$ cat src/rtl/svpwm_pkg.sv
// Shared definitions for the SVPWM generator: Q15 limits, AXI-Stream field
// offsets, FSM encodings and the min/max zero-sequence injection helpers.
package svpwm_pkg;

    localparam int TDATA_W   = 64;
    localparam int FIELD_W   = 16;
    localparam int VA_LSB    = 0;
    localparam int VB_LSB    = 16;
    localparam int VC_LSB    = 32;
    localparam int THETA_LSB = 48;

    localparam logic signed [16:0] MAX_LIM = 17'sd32767;
    localparam logic signed [16:0] MIN_LIM = -17'sd32767;

    localparam logic [2:0] ST_IDLE   = 3'd0;
    localparam logic [2:0] ST_MINMAX = 3'd1;
    localparam logic [2:0] ST_OFFSET = 3'd2;
    localparam logic [2:0] ST_SCALE  = 3'd3;
    localparam logic [2:0] ST_HOLD   = 3'd4;

    function automatic logic signed [16:0] max3(input logic signed [15:0] a,
                                                input logic signed [15:0] b,
                                                input logic signed [15:0] c);
        logic signed [15:0] m;
        m = a;
        if (b > m) m = b;
        if (c > m) m = c;
        return 17'(m);
    endfunction

    function automatic logic signed [16:0] min3(input logic signed [15:0] a,
                                                input logic signed [15:0] b,
                                                input logic signed [15:0] c);
        logic signed [15:0] m;
        m = a;
        if (b < m) m = b;
        if (c < m) m = c;
        return 17'(m);
    endfunction

    // Adds off = -((vmax+vmin)>>>1) with 18-bit headroom, then clamps to Q15.
    function automatic logic signed [16:0] injectOffset(input logic signed [15:0] v,
                                                        input logic signed [16:0] vmax,
                                                        input logic signed [16:0] vmin);
        logic signed [17:0] sum;
        logic signed [17:0] adj;
        sum = 18'(vmax) + 18'(vmin);
        adj = 18'(v) - (sum >>> 1);
        if (adj > 18'(MAX_LIM)) return MAX_LIM;
        if (adj < 18'(MIN_LIM)) return MIN_LIM;
        return 17'(adj);
    endfunction

endpackage

$ cat src/rtl/svpwm_gen_if.sv
// AXI-Stream sample channel carrying one Va/Vb/Vc/Theta beat into svpwm_gen.
interface svpwm_axis_if;
    import svpwm_pkg::*;

    logic [TDATA_W-1:0] tdata;
    logic               tvalid;
    logic               tready;

    modport master (output tdata, output tvalid, input tready);
    modport slave  (input tdata, input tvalid, output tready);

endinterface

$ cat src/rtl/svpwm_deadtime.sv
// Dead-time inserter: each gate output rises only after DEADTIME cycles of
// stable input, and drops immediately when the input leaves its level.
module svpwm_deadtime #(
    parameter int DEADTIME = 50
) (
    input  logic clk,
    input  logic reset,
    input  logic in,
    output logic out_h,
    output logic out_l
);
    import svpwm_pkg::*;

    localparam int            CW   = $clog2(DEADTIME + 1);
    localparam logic [CW-1:0] DT_C = CW'(DEADTIME);

    logic          r_last;
    logic [CW-1:0] r_stable;
    logic [CW-1:0] w_stableNext;

    always_comb begin
        w_stableNext = r_stable;
        if (in != r_last) begin
            w_stableNext = '0;
        end else if (r_stable != DT_C) begin
            w_stableNext = r_stable + 1'b1;
        end
    end

    always_ff @(posedge clk) begin
        if (reset) begin
            r_last   <= 1'b0;
            r_stable <= '0;
            out_h    <= 1'b0;
            out_l    <= 1'b0;
        end else begin
            r_last   <= in;
            r_stable <= w_stableNext;
            out_h    <= in & (w_stableNext == DT_C);
            out_l    <= ~in & (w_stableNext == DT_C);
        end
    end

endmodule

$ cat src/rtl/svpwm_gen.sv
// Space-vector PWM generator: min/max injection, duty scaling, valley-synchronous
// duty update and center-aligned complementary outputs. Define SVPWM_DEADTIME_EN for dead-time.
module svpwm_gen
    import svpwm_pkg::*;
#(
    parameter int PWM_PERIOD = 2500,
    parameter int CNT_W      = 16,
    parameter int DEADTIME   = 50
) (
    input  logic        clk,
    input  logic        reset,
    svpwm_axis_if.slave s_axis,
    output logic        pwm_ah,
    output logic        pwm_al,
    output logic        pwm_bh,
    output logic        pwm_bl,
    output logic        pwm_ch,
    output logic        pwm_cl,
    output logic        period_start
);

    localparam logic [CNT_W-1:0] PERIOD_C = CNT_W'(PWM_PERIOD);
    localparam logic [CNT_W-1:0] HALF_C   = CNT_W'(PWM_PERIOD / 2);

    logic [CNT_W-1:0]  r_cnt;
    logic              r_dirUp;
    logic              r_periodStart;
    logic [2:0]        r_state;
    logic signed [15:0] r_v [3];
    logic signed [16:0] r_vmax;
    logic signed [16:0] r_vmin;
    logic signed [16:0] r_adj [3];
    logic [CNT_W-1:0]  r_pend [3];
    logic [CNT_W-1:0]  r_act [3];
    logic [2:0]        w_raw;
    logic              w_accept;
    logic              w_unusedTheta;

    function automatic logic [CNT_W-1:0] scaleDuty(input logic signed [16:0] v);
        logic [16:0]      u;
        logic [CNT_W+16:0] p;
        u = 17'(v + 17'sd32768);
        p = (CNT_W+17)'(u) * (CNT_W+17)'(PERIOD_C);
        return CNT_W'(p >> 16);
    endfunction

    assign s_axis.tready = (r_state == ST_IDLE) & ~reset;
    assign w_accept      = s_axis.tvalid & s_axis.tready;
    assign w_unusedTheta = &{1'b0, s_axis.tdata[THETA_LSB +: FIELD_W]};
    assign period_start  = r_periodStart;

    // Triangle carrier: each endpoint occupies exactly one cycle.
    always_ff @(posedge clk) begin
        if (reset) begin
            r_cnt         <= '0;
            r_dirUp       <= 1'b1;
            r_periodStart <= 1'b0;
        end else begin
            r_periodStart <= (r_cnt == '0);
            if (r_cnt == PERIOD_C) begin
                r_cnt   <= PERIOD_C - 1'b1;
                r_dirUp <= 1'b0;
            end else if (r_cnt == '0) begin
                r_cnt   <= CNT_W'(1);
                r_dirUp <= 1'b1;
            end else if (r_dirUp) begin
                r_cnt <= r_cnt + 1'b1;
            end else begin
                r_cnt <= r_cnt - 1'b1;
            end
        end
    end

    always_ff @(posedge clk) begin
        if (reset) begin
            r_state <= ST_IDLE;
            r_vmax  <= '0;
            r_vmin  <= '0;
            for (int k = 0; k < 3; k++) begin
                r_v[k]    <= '0;
                r_adj[k]  <= '0;
                r_pend[k] <= HALF_C;
                r_act[k]  <= HALF_C;
            end
        end else begin
            case (r_state)
                ST_IDLE: begin
                    if (w_accept) begin
                        r_v[0]  <= $signed(s_axis.tdata[VA_LSB +: FIELD_W]);
                        r_v[1]  <= $signed(s_axis.tdata[VB_LSB +: FIELD_W]);
                        r_v[2]  <= $signed(s_axis.tdata[VC_LSB +: FIELD_W]);
                        r_state <= ST_MINMAX;
                    end
                end
                ST_MINMAX: begin
                    r_vmax  <= max3(r_v[0], r_v[1], r_v[2]);
                    r_vmin  <= min3(r_v[0], r_v[1], r_v[2]);
                    r_state <= ST_OFFSET;
                end
                ST_OFFSET: begin
                    for (int k = 0; k < 3; k++) begin
                        r_adj[k] <= injectOffset(r_v[k], r_vmax, r_vmin);
                    end
                    r_state <= ST_SCALE;
                end
                ST_SCALE: begin
                    for (int k = 0; k < 3; k++) begin
                        r_pend[k] <= scaleDuty(r_adj[k]);
                    end
                    r_state <= ST_HOLD;
                end
                ST_HOLD: begin
                    // Swap only at the valley so no carrier period mixes old and new duties.
                    if (r_cnt == '0) begin
                        for (int k = 0; k < 3; k++) begin
                            r_act[k] <= r_pend[k];
                        end
                        r_state <= ST_IDLE;
                    end
                end
                default: r_state <= ST_IDLE;
            endcase
        end
    end

    always_comb begin
        w_raw = '0;
        for (int k = 0; k < 3; k++) begin
            w_raw[k] = (r_act[k] >= PERIOD_C) | (r_cnt < r_act[k]);
        end
    end

`ifdef SVPWM_DEADTIME_EN
    svpwm_deadtime #(.DEADTIME(DEADTIME)) u_dtA (
        .clk(clk), .reset(reset), .in(w_raw[0]), .out_h(pwm_ah), .out_l(pwm_al)
    );
    svpwm_deadtime #(.DEADTIME(DEADTIME)) u_dtB (
        .clk(clk), .reset(reset), .in(w_raw[1]), .out_h(pwm_bh), .out_l(pwm_bl)
    );
    svpwm_deadtime #(.DEADTIME(DEADTIME)) u_dtC (
        .clk(clk), .reset(reset), .in(w_raw[2]), .out_h(pwm_ch), .out_l(pwm_cl)
    );
`else
    logic [5:0] r_gate;
    logic       w_unusedDeadtime;

    assign w_unusedDeadtime = (DEADTIME > 0);
    assign {pwm_cl, pwm_ch, pwm_bl, pwm_bh, pwm_al, pwm_ah} = r_gate;

    always_ff @(posedge clk) begin
        if (reset) begin
            r_gate <= '0;
        end else begin
            r_gate <= {~w_raw[2], w_raw[2], ~w_raw[1], w_raw[1], ~w_raw[0], w_raw[0]};
        end
    end
`endif

endmodule
$ cat src/flat_wrapper.sv
// flat-port wrapper written by rule: the top's interface ports become plain ports
module svpwm_gen_flat import svpwm_pkg::*;
#(
    parameter int PWM_PERIOD = 2500,
    parameter int CNT_W      = 16,
    parameter int DEADTIME   = 50
)
  (clk, reset, pwm_ah, pwm_al, pwm_bh, pwm_bl, pwm_ch, pwm_cl, period_start, s_axis_tdata, s_axis_tvalid, s_axis_tready);
  svpwm_axis_if s_axis_i ();
  input  logic clk;
  input  logic reset;
  output logic pwm_ah;
  output logic pwm_al;
  output logic pwm_bh;
  output logic pwm_bl;
  output logic pwm_ch;
  output logic pwm_cl;
  output logic period_start;
  input wire logic [$bits(s_axis_i.tdata)-1:0] s_axis_tdata;
  input wire logic [$bits(s_axis_i.tvalid)-1:0] s_axis_tvalid;
  output wire logic [$bits(s_axis_i.tready)-1:0] s_axis_tready;
  assign s_axis_i.tdata = s_axis_tdata;
  assign s_axis_i.tvalid = s_axis_tvalid;
  assign s_axis_tready = s_axis_i.tready;
  svpwm_gen #(.PWM_PERIOD(PWM_PERIOD), .CNT_W(CNT_W), .DEADTIME(DEADTIME)) u_core (.clk(clk), .reset(reset), .s_axis(s_axis_i), .pwm_ah(pwm_ah), .pwm_al(pwm_al), .pwm_bh(pwm_bh), .pwm_bl(pwm_bl), .pwm_ch(pwm_ch), .pwm_cl(pwm_cl), .period_start(period_start));
endmodule
$ cat config.mk
export PLATFORM = sky130hd
export DESIGN_NAME = svpwm_gen_flat
export DESIGN_NICKNAME = d
export VERILOG_FILES = /design/src/rtl/svpwm_pkg.sv /design/src/rtl/svpwm_gen_if.sv /design/src/rtl/svpwm_deadtime.sv /design/src/rtl/svpwm_gen.sv /design/src/flat_wrapper.sv
export SDC_FILE = /design/constraint.sdc
export NUM_CORES = 1
export LEC_CHECK = 0
export ABC_AREA = 0
export ABC_CLOCK_PERIOD_IN_PS = 8100
export CAP_MARGIN = 25
export CORE_ASPECT_RATIO = 0.7
export CORE_MARGIN = 5
export CORE_UTILIZATION = 61
export DETAILED_ROUTE_END_ITERATION = 12
export HOLD_SLACK_MARGIN = 0.15
export PLACE_DENSITY = 0.79
export SYNTH_ARGS = -nofsm -noshare
export SYNTH_HDL_FRONTEND = slang
export SYNTH_HIERARCHICAL = 1
export SYNTH_SLANG_ARGS = --single-unit
$ cat constraint.sdc
create_clock -name clk -period 8.1 [get_ports clk]
set_input_delay 1.215 -clock clk [delete_from_list [all_inputs] [get_ports clk]]
set_output_delay 1.215 -clock clk [all_outputs]
set_load 0.02 [all_outputs]
==> flow_results.xml <==
<?xml version="1.0" encoding="UTF-8"?>
<metrics>
  <group name="detailed_routing">
    <metric name="post-route-drc-count" unit="">0</metric>
    <metric name="num_vias" unit="">16587</metric>
    <metric name="detailedRoute.firstIterationViolations" unit="">1292</metric>
    <metric name="ant_nets" unit="">0</metric>
    <metric name="avgRoutedWirePerCell" unit="µm">18.1</metric>
    <metric name="detail_route.wirelength" unit="µm">51400</metric>
    <metric name="route.detailed.vias_per_inst" unit="">5.85</metric>
    <metric name="first_drt_pass_iteration_count" unit="">6</metric>
  </group>
  <group name="power">
    <metric name="power.density_cell_area" unit="mW/mm²">287</metric>
    <metric name="power_switching_share" unit="">0.441</metric>
    <metric name="pwr-share-comb" unit="">0.611</metric>
    <metric name="share_seq_of_total_power" unit="">0.224</metric>
    <metric name="clock_power_share" unit="">0.166</metric>
    <metric name="power.net_switching" unit="W">0.00305</metric>
    <metric name="power.static_leakage" unit="nW">11.7</metric>
    <metric name="power.internal" unit="W">0.00386</metric>
    <metric name="irDropWorstVdd" unit="V">0.000182</metric>
  </group>
  <group name="setup_path">
    <metric name="worst-r2r-cell-count" unit="">22</metric>
    <metric name="crit_path_max_incr_delay" unit="ns">0.62</metric>
    <metric name="timing.critical_path.required" unit="ns">8.41</metric>
    <metric name="crit_path_cell_trace" unit="">fa_1, ha_1, inv_1, fa_1, inv_1, ha_1, inv_1, fa_1, inv_1, ha_1, a21o_1, a21o_1, a221oi_1, o21ai_0, a211oi_1, nor2_1, o41ai_1, o211ai_1, o41a_1, a31o_2, xnor2_1, nor2_1</metric>
    <metric name="critPathLaunchType" unit="">register</metric>
    <metric name="critical_path.max_fanout" unit="">5</metric>
    <metric name="cp_num_cells" unit="">22</metric>
    <metric name="critPathLaunch" unit="">u_core/r_adj[0][22]</metric>
    <metric name="cp.buffers_inverters" unit="">4</metric>
    <metric name="path_delay_family" unit="">compound AO/OA/AOI/OAI gates</metric>
    <metric name="cpMostUsedCell" unit="">sky130_fd_sc_hd__inv_1</metric>
    <metric name="timing.setup.critical_path_class" unit="">register to register</metric>
    <metric name="critPathCaptureType" unit="">register</metric>
    <metric name="arrival" unit="ns">6.68</metric>
    <metric name="critical-path-slowest-cell" unit="">sky130_fd_sc_hd__o41ai_1</metric>
    <metric name="worst_r2r_startpoint" unit="">u_core/r_adj[0][22]</metric>
  </group>
  <group name="synth">
    <metric name="asyncSetResetFlopFracSynth" unit="">0</metric>
    <metric name="yosysWarnings" unit="">6</metric>
    <metric name="ys_ff_latch" unit="">236</metric>
    <metric name="postSynthCellCount" unit="">2293</metric>
    <metric name="synth.yosys.seq_area_share" unit="">0.293</metric>
    <metric name="syn-num-nets" unit="">2825</metric>
    <metric name="syn-cell-area" unit="mm²">0.0222</metric>
    <metric name="synth_top_area_share" unit="">0.240</metric>
    <metric name="synth.area.top_cells" unit="">sky130_fd_sc_hd__edfxtp_1 24%, sky130_fd_sc_hd__ha_1 20%, sky130_fd_sc_hd__fa_1 10%</metric>
    <metric name="avgSynthCellArea" unit="µm²">9.66</metric>
    <metric name="synthDominantAreaCellType" unit="">sky130_fd_sc_hd__edfxtp_1</metric>
    <metric name="post_synth_num_cell_types" unit="">86</metric>
    <metric name="synth_flop_cell" unit="">sky130_fd_sc_hd__edfxtp_1</metric>
    <metric name="synth-edff-count" unit="">177</metric>
  </group>
  <group name="layout">
    <metric name="fillCellCount" unit="">2788</metric>
    <metric name="post_route_cells_drive_above_1_share" unit="">0.0493</metric>
    <metric name="final_util" unit="">0.670</metric>
    <metric name="syn_to_final_growth" unit="%">8.57</metric>
    <metric name="finish.net_count" unit="">2866</metric>
    <metric name="final_design_area_no_fill" unit="mm²">0.0241</metric>
    <metric name="antenna_cells" unit="">0</metric>
    <metric name="final-instance-count-excl-fill" unit="">2833</metric>
  </group>
  <group name="sta">
    <metric name="final_period_minus_worst_setup_slack" unit="ns">6.37</metric>
    <metric name="slew_headroom" unit="">0.250</metric>
    <metric name="drv_slew" unit="">0</metric>
    <metric name="timing.setup.tns" unit="ns">0</metric>
    <metric name="rsz_0062_raised_after_global_routing" unit="">no</metric>
    <metric name="setup-violations-final" unit="">0</metric>
    <metric name="finalHoldViolCount" unit="">0</metric>
    <metric name="post-route-worst-setup-slack" unit="ns">1.73</metric>
    <metric name="worst_clock_skew" unit="ns">0.0129</metric>
    <metric name="period_share" unit="">0.787</metric>
    <metric name="maxClockFrequency" unit="MHz">157</metric>
    <metric name="worst-slew-pin-transition" unit="ns">1.11</metric>
  </group>
  <group name="global_routing">
    <metric name="initial_antenna_violation_count" unit="">0</metric>
    <metric name="grtUsageTotal" unit="">0.257</metric>
    <metric name="grt_start_max_net_pins" unit="">52</metric>
    <metric name="global_route_wire_length_before_repair" unit="µm">84800</metric>
    <metric name="first_global_vias" unit="">16994</metric>
    <metric name="globalRoute.totalOverflow" unit="">0</metric>
  </group>
  <group name="die">
    <metric name="die_area" unit="mm²">0.0403</metric>
    <metric name="ioPinCount" unit="">75</metric>
    <metric name="fp-row-count" unit="">58</metric>
    <metric name="start_util" unit="">0.617</metric>
    <metric name="core_area" unit="mm²">0.0359</metric>
    <metric name="die_height" unit="µm">169</metric>
    <metric name="dieWidth" unit="µm">238</metric>
  </group>
  <group name="clock_tree">
    <metric name="cts_tree" unit="">built</metric>
    <metric name="clk_pin_slew" unit="ns">0.07</metric>
    <metric name="htree_levels" unit="">1</metric>
    <metric name="postCtsResizedCells" unit="">0</metric>
    <metric name="post_cts_hold_buffer_count" unit="">0</metric>
    <metric name="clock_tree.root_cell" unit="">sky130_fd_sc_hd__clkbuf_16</metric>
    <metric name="cts_buffers" unit="">25</metric>
    <metric name="cts_max_path_buffers" unit="">3</metric>
    <metric name="post-cts-setup-buffer-count" unit="">0</metric>
    <metric name="numClockSinks" unit="">236</metric>
    <metric name="clk_latency" unit="ns">0.56</metric>
  </group>
  <group name="run">
    <metric name="drv.max_cap_violation_count" unit="">0</metric>
  </group>
  <group name="placed_design">
    <metric name="dp.final_hpwl" unit="µm">41200</metric>
    <metric name="dp_worst_setup_slack" unit="ns">1.77</metric>
    <metric name="dpl_cell_area" unit="mm²">0.0232</metric>
    <metric name="port-buffer-count" unit="">58</metric>
    <metric name="dpl_cells" unit="">2785</metric>
    <metric name="gp_routability_congestion" unit="">0.961</metric>
  </group>
  <group name="hold_path">
    <metric name="hp-start" unit="">u_core/r_vmin[11]</metric>
    <metric name="min_path_cells" unit="">2</metric>
    <metric name="worst_min_path_class" unit="">register to register</metric>
  </group>
  <group name="run_status">
    <metric name="status" unit="">complete, no violations</metric>
  </group>
</metrics>
==> Yosys cell counts, types with 6 or more instances <==
cell and instances:
sky130_fd_sc_hd__inv_1 413, sky130_fd_sc_hd__ha_1 352, sky130_fd_sc_hd__edfxtp_1 177, sky130_fd_sc_hd__nor2_1 152
sky130_fd_sc_hd__fa_1 113, sky130_fd_sc_hd__o21ai_0 98, sky130_fd_sc_hd__a21oi_1 91, sky130_fd_sc_hd__nand2_1 78
sky130_fd_sc_hd__xnor2_1 72, sky130_fd_sc_hd__a21o_1 59, sky130_fd_sc_hd__dfxtp_1 59, sky130_fd_sc_hd__and3_1 54
sky130_fd_sc_hd__clkbuf_1 49, sky130_fd_sc_hd__nor3_1 46, sky130_fd_sc_hd__nand2b_1 42, sky130_fd_sc_hd__and2_1 41
sky130_fd_sc_hd__mux2i_1 38, sky130_fd_sc_hd__xor2_1 33, sky130_fd_sc_hd__nand3_1 26, sky130_fd_sc_hd__nor2b_1 22
sky130_fd_sc_hd__nor4_1 17, sky130_fd_sc_hd__a32o_1 16, sky130_fd_sc_hd__mux2_2 16, sky130_fd_sc_hd__nand4_1 16
sky130_fd_sc_hd__o21a_1 16, sky130_fd_sc_hd__maj3_1 15, sky130_fd_sc_hd__o211ai_1 15, sky130_fd_sc_hd__a31oi_1 12
sky130_fd_sc_hd__or2_2 11, sky130_fd_sc_hd__a211oi_1 10, sky130_fd_sc_hd__o31ai_1 8, sky130_fd_sc_hd__or3_1 8
sky130_fd_sc_hd__nor3b_1 7, sky130_fd_sc_hd__a221oi_1 6, sky130_fd_sc_hd__a31o_2 6, sky130_fd_sc_hd__buf_2 6
==> per-stage QoR <==
step | hold WS, ns | total power (W)
6_report | 0.461 | 0.00691
5_1_grt | 0.474 | 0.00764
4_1_cts | 0.461 | 0.00692
3_5_place_dp | 0.447 | 0.00570
3_3_place_gp | 0.439 | 0.00549
2_1_floorplan | 0.429 | 0.00473
==> routing by layer <==
layer  routed length [µm]  track usage  vias up
met5                    0            0        -
met4                 1510       0.0740        0
met3                 4090       0.0554      111
met2                22300        0.404      557
met1                23500        0.362     7936
li1                     -            -     7983
==> final cells by class <==
cell class	count	area (µm²)	share of cell area
multi-input combinational	1582	13900	0.576
sequential	236	6500	0.270
inverter	413	1550	0.0644
timing repair buffer	76	744	0.0309
clock buffer	30	644	0.0268
tap	480	601	0.0250
clock inverter	16	156	0.00650
==> sequential cells by signal, summed over array words and instances, names as in the netlist <==
name	flops
u_core/r_pend	39
u_core/r_vmax	16
u_core/r_dirUp	1
u_core/r_v	48
u_core/r_act	39
u_core/r_adj	51
u_core/period_start	1
u_core/r_state	3
u_core/r_gate	6
u_core/r_cnt	16
u_core/r_vmin	16
==> worst paths after layout <==
kind	end	slack (ns)
setup / recovery	u_core/r_pend[0][25]	1.73
hold / removal	u_core/r_vmin[11]	0.46
setup reg to reg	u_core/r_pend[0][25]	1.73
hold reg to reg	u_core/r_vmin[11]	0.46
==> power groups by stage <==
stage               sequential, W  clock (W)  combinational (W)
detailed placement        0.00157          0            0.00413
global placement          0.00157          0            0.00393
CTS                       0.00155    0.00117            0.00420
global route              0.00156    0.00122            0.00486
floorplan                 0.00152          0            0.00321
finish                    0.00155    0.00115            0.00422
==> worst register-to-register path, cell delays in order, from the launching register on <==
cell                       delay, ns
sky130_fd_sc_hd__edfxtp_1       0.54
sky130_fd_sc_hd__fa_1           0.52
sky130_fd_sc_hd__ha_1           0.28
sky130_fd_sc_hd__inv_1          0.05
sky130_fd_sc_hd__fa_1           0.52
sky130_fd_sc_hd__inv_1          0.04
sky130_fd_sc_hd__ha_1           0.28
sky130_fd_sc_hd__inv_1          0.07
sky130_fd_sc_hd__fa_1           0.51
sky130_fd_sc_hd__inv_1          0.05
sky130_fd_sc_hd__ha_1           0.30
sky130_fd_sc_hd__a21o_1         0.16
sky130_fd_sc_hd__a21o_1         0.17
sky130_fd_sc_hd__a221oi_1       0.25
sky130_fd_sc_hd__o21ai_0        0.18
sky130_fd_sc_hd__a211oi_1       0.26
sky130_fd_sc_hd__nor2_1         0.12
sky130_fd_sc_hd__o41ai_1        0.62
sky130_fd_sc_hd__o211ai_1       0.29
sky130_fd_sc_hd__o41a_1         0.42
sky130_fd_sc_hd__a31o_2         0.28
sky130_fd_sc_hd__xnor2_1        0.15
sky130_fd_sc_hd__nor2_1         0.05
==> logic make-up (layout without fill, tap and decap cells) <==
family	count (synthesis)	in the layout	share of synthesized area
adders and majority gates	483	483	0.309
and+or+nand+nor	536	536	0.123
DFF	236	236	0.293
muxes	55	55	0.0260
xor gates and xnor gates	105	105	0.0415
AOI/OAI and AO/OA	403	403	0.124
buffers and inverters	475	535	0.0823
==> placed cells by master, fill, tap and decap left out, types with 22 or more instances in the layout <==
| cell type | instances |
|---|---|
| sky130_fd_sc_hd__and2_1 | 41 |
| sky130_fd_sc_hd__o21ai_0 | 98 |
| sky130_fd_sc_hd__a21o_1 | 57 |
| sky130_fd_sc_hd__inv_1 | 413 |
| sky130_fd_sc_hd__clkdlybuf4s50_1 | 58 |
| sky130_fd_sc_hd__nor2_1 | 152 |
| sky130_fd_sc_hd__ha_1 | 352 |
| sky130_fd_sc_hd__edfxtp_1 | 177 |
| sky130_fd_sc_hd__xor2_1 | 33 |
| sky130_fd_sc_hd__nor3_1 | 46 |
| sky130_fd_sc_hd__nand3_1 | 26 |
| sky130_fd_sc_hd__mux2i_1 | 37 |
| sky130_fd_sc_hd__xnor2_1 | 72 |
| sky130_fd_sc_hd__fa_1 | 113 |
| sky130_fd_sc_hd__nor2b_1 | 22 |
| sky130_fd_sc_hd__and3_1 | 54 |
| sky130_fd_sc_hd__clkbuf_16 | 25 |
| sky130_fd_sc_hd__nand2b_1 | 42 |
| sky130_fd_sc_hd__a21oi_1 | 89 |
| sky130_fd_sc_hd__nand2_1 | 78 |
| sky130_fd_sc_hd__dfxtp_1 | 59 |
No activity file was read; power rests on OpenSTA's default activity.
